[src/rtl/cpu_pkg.sv]
// Shared definitions for the CPU register file: link-capture FSM encoding,
// default link register / PC increment and the kernel-flag bit position.
package cpu_pkg;

    typedef enum logic [1:0] {
        IDLE    = 2'd0,
        PENDING = 2'd1,
        WAIT_K  = 2'd2,
        IN_K    = 2'd3
    } link_state_t;

    localparam int LINK_REG_DEFAULT = 31;
    localparam int PC_INC_DEFAULT   = 4;

    // The kernel-mode flag lives in the MSB of the PC.
    function automatic int kernel_bit(input int data_w);
        return data_w - 1;
    endfunction

endpackage

[src/rtl/regfile_link_fsm.sv]
// Interrupt link-capture FSM: stores PC+PC_INC into the link register once per
// kernel round trip, deferring by one cycle when software writes the same register.
module regfile_link_fsm
    import cpu_pkg::*;
#(
    parameter int DATA_W   = 32,
    parameter int ADDR_W   = 5,
    parameter int LINK_REG = LINK_REG_DEFAULT,
    parameter int PC_INC   = PC_INC_DEFAULT
) (
    input  logic              clk,
    input  logic              reset,
    input  logic [DATA_W-1:0] pc,
    input  logic              irq,
    input  logic              wr_en,
    input  logic [ADDR_W-1:0] wr_addr,
    output logic              link_we,
    output logic [DATA_W-1:0] link_data,
    output logic              irq_ack,
    output logic              link_busy
);

    localparam int                KB        = kernel_bit(DATA_W);
    localparam logic [ADDR_W-1:0] LINK_ADDR = ADDR_W'(LINK_REG);
    localparam logic [DATA_W-2:0] INC       = (DATA_W-1)'(PC_INC);

    link_state_t       state_reg;
    logic [DATA_W-1:0] shadow_reg;
    logic              irq_ack_reg;
    logic              link_busy_reg;

    logic              kernel;
    logic [DATA_W-1:0] link_value;
    logic              trigger;
    logic              collide;

    // The increment wraps within the low bits; the kernel flag passes through untouched.
    assign kernel     = pc[KB];
    assign link_value = {kernel, pc[KB-1:0] + INC};
    assign trigger    = irq && !kernel && (state_reg == IDLE);
    assign collide    = wr_en && (wr_addr == LINK_ADDR);

    assign link_we    = (trigger && !collide) || (state_reg == PENDING);
    assign link_data  = (state_reg == PENDING) ? shadow_reg : link_value;
    assign irq_ack    = irq_ack_reg;
    assign link_busy  = link_busy_reg;

    always_ff @(posedge clk or posedge reset) begin
        if (reset) begin
            state_reg     <= IDLE;
            shadow_reg    <= '0;
            irq_ack_reg   <= 1'b0;
            link_busy_reg <= 1'b0;
        end else begin
            irq_ack_reg <= 1'b0;
            case (state_reg)
                IDLE: begin
                    if (trigger) begin
                        link_busy_reg <= 1'b1;
                        if (collide) begin
                            shadow_reg <= link_value;
                            state_reg  <= PENDING;
                        end else begin
                            irq_ack_reg <= 1'b1;
                            state_reg   <= WAIT_K;
                        end
                    end
                end
                PENDING: begin
                    irq_ack_reg <= 1'b1;
                    state_reg   <= WAIT_K;
                end
                WAIT_K: begin
                    if (kernel) state_reg <= IN_K;
                end
                IN_K: begin
                    if (!kernel) begin
                        state_reg     <= IDLE;
                        link_busy_reg <= 1'b0;
                    end
                end
                default: begin
                    state_reg     <= IDLE;
                    link_busy_reg <= 1'b0;
                end
            endcase
        end
    end

endmodule

[src/rtl/cpu_regfile_mp.sv]
// Multi-port CPU register file: NUM_RD combinational read ports with write-first
// bypass, one write port, register 0 hardwired to zero, interrupt link capture.
module cpu_regfile_mp
    import cpu_pkg::*;
#(
    parameter int DATA_W   = 32,
    parameter int ADDR_W   = 5,
    parameter int NUM_RD   = 2,
    parameter int LINK_REG = LINK_REG_DEFAULT,
    parameter int PC_INC   = PC_INC_DEFAULT
) (
    input  logic                     clk,
    input  logic                     reset,
    input  logic [NUM_RD*ADDR_W-1:0] rd_addr,
    output logic [NUM_RD*DATA_W-1:0] rd_data,
    input  logic                     wr_en,
    input  logic [ADDR_W-1:0]        wr_addr,
    input  logic [DATA_W-1:0]        wr_data,
    input  logic [DATA_W-1:0]        pc,
    input  logic                     irq,
    output logic                     irq_ack,
    output logic                     link_busy
);

    localparam int                DEPTH     = 2 ** ADDR_W;
    localparam logic [ADDR_W-1:0] LINK_ADDR = ADDR_W'(LINK_REG);

    logic [DATA_W-1:0] regs [DEPTH];
    logic              link_we;
    logic [DATA_W-1:0] link_data;

    regfile_link_fsm #(
        .DATA_W  (DATA_W),
        .ADDR_W  (ADDR_W),
        .LINK_REG(LINK_REG),
        .PC_INC  (PC_INC)
    ) u_link_fsm (
        .clk      (clk),
        .reset    (reset),
        .pc       (pc),
        .irq      (irq),
        .wr_en    (wr_en),
        .wr_addr  (wr_addr),
        .link_we  (link_we),
        .link_data(link_data),
        .irq_ack  (irq_ack),
        .link_busy(link_busy)
    );

    // The link write is issued last so it overrides a same-cycle software write
    // to the link register while the deferred capture commits.
    always_ff @(posedge clk or posedge reset) begin
        if (reset) begin
            for (int i = 0; i < DEPTH; i++) regs[i] <= '0;
        end else begin
            if (wr_en && (wr_addr != '0)) regs[wr_addr] <= wr_data;
            if (link_we) regs[LINK_ADDR] <= link_data;
        end
    end

    generate
        for (genvar gi = 0; gi < NUM_RD; gi++) begin : g_rd
            logic [ADDR_W-1:0] addr;
            logic [DATA_W-1:0] val;

            assign addr = rd_addr[gi*ADDR_W +: ADDR_W];

            always_comb begin
                val = regs[addr];
                if (addr == '0)
                    val = '0;
                else if (link_we && (addr == LINK_ADDR))
                    val = link_data;
                else if (wr_en && (wr_addr == addr))
                    val = wr_data;
            end

            assign rd_data[gi*DATA_W +: DATA_W] = val;
        end
    endgenerate

endmodule

[config.mk]
export PLATFORM = sky130hd
export DESIGN_NAME = cpu_regfile_mp
export DESIGN_NICKNAME = d
export VERILOG_FILES = /design/src/rtl/cpu_pkg.sv /design/src/rtl/regfile_link_fsm.sv /design/src/rtl/cpu_regfile_mp.sv
export SDC_FILE = /design/constraint.sdc
export NUM_CORES = 2
export LEC_CHECK = 0
export ABC_AREA = 1
export CAP_MARGIN = 20
export CELL_PAD_IN_SITES_DETAIL_PLACEMENT = 0
export CELL_PAD_IN_SITES_GLOBAL_PLACEMENT = 2
export CORE_MARGIN = 2
export CORE_UTILIZATION = 30
export CTS_BUF_LIST = sky130_fd_sc_hd__clkbuf_8 sky130_fd_sc_hd__clkbuf_16
export DETAILED_ROUTE_END_ITERATION = 8
export PLACE_DENSITY_LB_ADDON = 0.08
export SYNTH_ARGS = -nofsm -noshare
export SYNTH_HDL_FRONTEND = slang
export SYNTH_SLANG_ARGS = --single-unit
[constraint.sdc]
create_clock -name clk -period 45.5 [get_ports clk]
set_clock_uncertainty 0.05 [all_clocks]
set_input_delay 11.375 -clock clk [delete_from_list [all_inputs] [get_ports clk]]
set_output_delay 11.375 -clock clk [all_outputs]
set_load 0.01 [all_outputs]
==> reports/metrics.csv <==
stage;metric;value;unit
timing;Final Hold Fails;0;
clocking;Clock transition at path regs;0.05;ns
placement;Inst Count DP;10610;
clocking;CTS tree;built;
clocking;Hold Buf Count CTS;0;
clocking;TritonCTS Buffers;139;
clocking;CTS Root Cell;clkbuf_16;
routing;WL per Instance;28.01;um
die;area of the core;0.1990;mm^2
layout;layout cells sized above 1;5.669;%
grt;grt ovf;0;
layout;synthesis-to-layout area growth;13.22;%
die;I/O pin count;149;
setup_path;crit path launch type;primary input;
routing;met1 wire length;132500;um
logic_synthesis;#FFs+latches synth;1060;
setup_path;FF-to-FF setup slack;42.65;ns
timing;# setup viols final;0;
power;PwrDens;44.91;mW/mm^2
layout;fin cells;10860;
clocking;H-Tree Depth;4;
routing;vias;59150;
routing;DRC;0;
logic_synthesis;number of distinct library cells after synthesis;40;
routing;WL met2;142100;um
clocking;setup bufs post-CTS;0;
routing;WL final;304300;um
logic_synthesis;Gate Count Post-Synth;8419;
clocking;CTS max path bufs;3;
routing;Iter 0 DRT Violations;6463;
setup_path;critical path type;in -> out;
die;Starting Density;30.09;%
routing;Vias per Instance;5.445;
power;Leak;29.92;nW
grt;first-pass GRT wire length;435600;um
placement;gp weighted congestion;0.8495;
logic_synthesis;Yosys warnings;0;
die;Die W;450.8;um
timing;Final Slew Violations;0;
worst_hold_path;min-delay worst type;reg -> reg;
setup_path;r2r startpoint;u_link_fsm.state_reg[1];
timing;worst slew pin tran;1.176;ns
grt;vias in the first global route;56610;
setup_path;CP Capture Type;primary output;
run;Max-Cap Viols;0;
placement;post-DP HPWL;180300;um
layout;Net count, final;8185;
routing;DR pass1 iterations;6;
placement;Post-DP Area;0.06304;mm^2
timing;RSZ-0062 raised after global routing;no;
routing;top sig layer;met5;
setup_path;Worst EP arrival;16.32;ns
logic_synthesis;prevailing post-synth register cell;dfrtp_1;
clocking;CTS-repair resized insts;0;
logic_synthesis;Post-synth ARST share;100.0;%
logic_synthesis;Net Count, Synth;8508;
timing;setup TNS after final layout;0;ns
logic_synthesis;Post-Syn Area;0.05990;mm^2
logic_synthesis;EDFF count, synth;0;
clocking;clock latency on the worst-skew pair;0.80;ns
timing;Rel. slew slack;21.62;%
power;worst vdd ir;0.00004218;V
logic_synthesis;Avg Inst Size Synth;7.115;um^2
die;DIE AREA;0.2033;mm^2
logic_synthesis;sequential-to-total area share from yosys stat;44.28;%
status;outcome;completed;
setup_path;Max Fanout on Critical Path;32;
setup_path;Crit. Startpoint;wr_addr[0];
die;Die Y;450.8;um
grt;largest net degree at the start of global routing;151;
placement;Port-buffer cells;148;
grt;Tot GR Track Use;29.48;%
power;total power;3.046;mW
worst_hold_path;worst hold start;regs[992];
timing;highest clock rate;36.04;MHz
layout;max reg flops;1024;
routing;met3 routed WL;16060;um
timing;WHS;0.3224;ns
die;row count;164;
setup_path;worst endpoint required time;34.07;ns
timing;crit share post-route;60.98;%
clocking;CTS sink count;1060;
layout;finished layout cell area;0.06782;mm^2
layout;fillcell total;21460;
routing;antenna-violating nets left;0;
grt;initial antenna violation count;7;
timing;fin crit period;27.75;ns
## power by group
group / leakage (nW) / internal (mW) / switching (mW)
combinational: 14.0 / 0.214 / 0.419
clock: 2.41 / 0.677 / 0.467
sequential: 13.5 / 1.13 / 0.141
total: 29.9 / 2.02 / 1.03
## logic make-up (layout without fill, tap and decap cells)
kind of cell	after synthesis	in the layout	share of synthesized area, %
AO/OA/AOI/OAI	2361	2361	21.01
XOR/XNOR	12	12	0.1755
adder cells (fa/ha/maj)	6	6	0.1253
buffers and inverters	1260	1043	8.382
flip-flops	1060	1060	44.28
other	0	5	0
AND/OR/NAND/NOR	3720	3720	26.02
## per-stage QoR
step / util, % / worst slack, ns
6_report: 34.07 / 17.75
5_1_grt: 34.07 / 17.38
4_1_cts: 34.01 / 17.72
3_5_place_dp: 31.67 / 17.74
3_3_place_gp: 31.64 / 17.69
2_1_floorplan: - / 4.238
## per-layer routing
metal	vias up	track usage, %
li1	27520	-
met1	29190	39.35
met2	2001	48.33
met3	438	3.396
met4	2	12.25
met5	-	0
## cell usage after synthesis (13+ instances only)
| library cell | instances | area share (%) |
|---|---|---|
| nor3_1 | 19 | 0.16 |
| o211ai_1 | 275 | 3.4 |
| o21ai_1 | 59 | 0.49 |
| dfrtp_1 | 1060 | 44 |
| a21oi_1 | 634 | 5.3 |
| inv_1 | 467 | 2.9 |
| o21ai_0 | 1365 | 11 |
| buf_2 | 191 | 1.6 |
| nand3_1 | 1141 | 9.5 |
| buf_1 | 70 | 0.44 |
| nand2_2 | 16 | 0.17 |
| nand2_1 | 2301 | 14 |
| nor2_1 | 209 | 1.3 |
| clkbuf_1 | 501 | 3.1 |
| nand4_1 | 13 | 0.14 |
## cell type report
class	count	area, um^2	area share, %
diodes	5	12.51	0.01845
clock buffers	180	4110	6.061
clock inverters	67	540.5	0.7970
inverters	486	1871	2.758
multi-input cells	6099	28570	42.13
flip-flops and latches	1060	26530	39.11
well taps	2656	3323	4.900
repair buffers	310	2864	4.223
## worst paths after layout
path                               end  cells past startpoint
setup / recovery           rd_data[16]                     14
hold reg to reg              regs[992]                      0
max in group asynchronous    regs[245]                      7
min in group asynchronous    regs[900]                      2
hold / removal               regs[992]                      0
setup reg to reg               regs[6]                      9
## cells in the final DEF, fill, tap and decap left out, types with 7 or more instances in the layout
master,Yosys,final
nand2_1,2301,2289
o21ai_0,1365,1365
nand3_1,1141,1139
dfrtp_1,1060,1060
a21oi_1,634,634
inv_1,467,494
o211ai_1,275,275
nor2_1,209,205
buf_4,10,152
clkbuf_16,0,145
clkdlybuf4s50_1,0,138
o21ai_1,59,59
clkbuf_8,0,35
nand2_4,1,26
nor3_1,19,19
clkinv_2,0,17
nand4_1,13,13
inv_2,11,12
inv_6,0,11
xor2_1,11,11
nor2_4,1,8
bufinv_16,0,8
o22ai_1,7,7
## worst max-delay path, cell delays in order
cell	delay (ns)
clkdlybuf4s50_1	0.63
inv_1	0.36
nor2_1	0.83
nor2_1	0.15
nand3_2	0.61
buf_4	0.59
inv_2	0.04
buf_4	0.33
nor2_1	0.18
nand2_1	0.17
nand2_1	0.11
nand2_1	0.07
nor2_1	0.17
clkdlybuf4s50_1	0.57
Power figures use the tool's default switching activity.
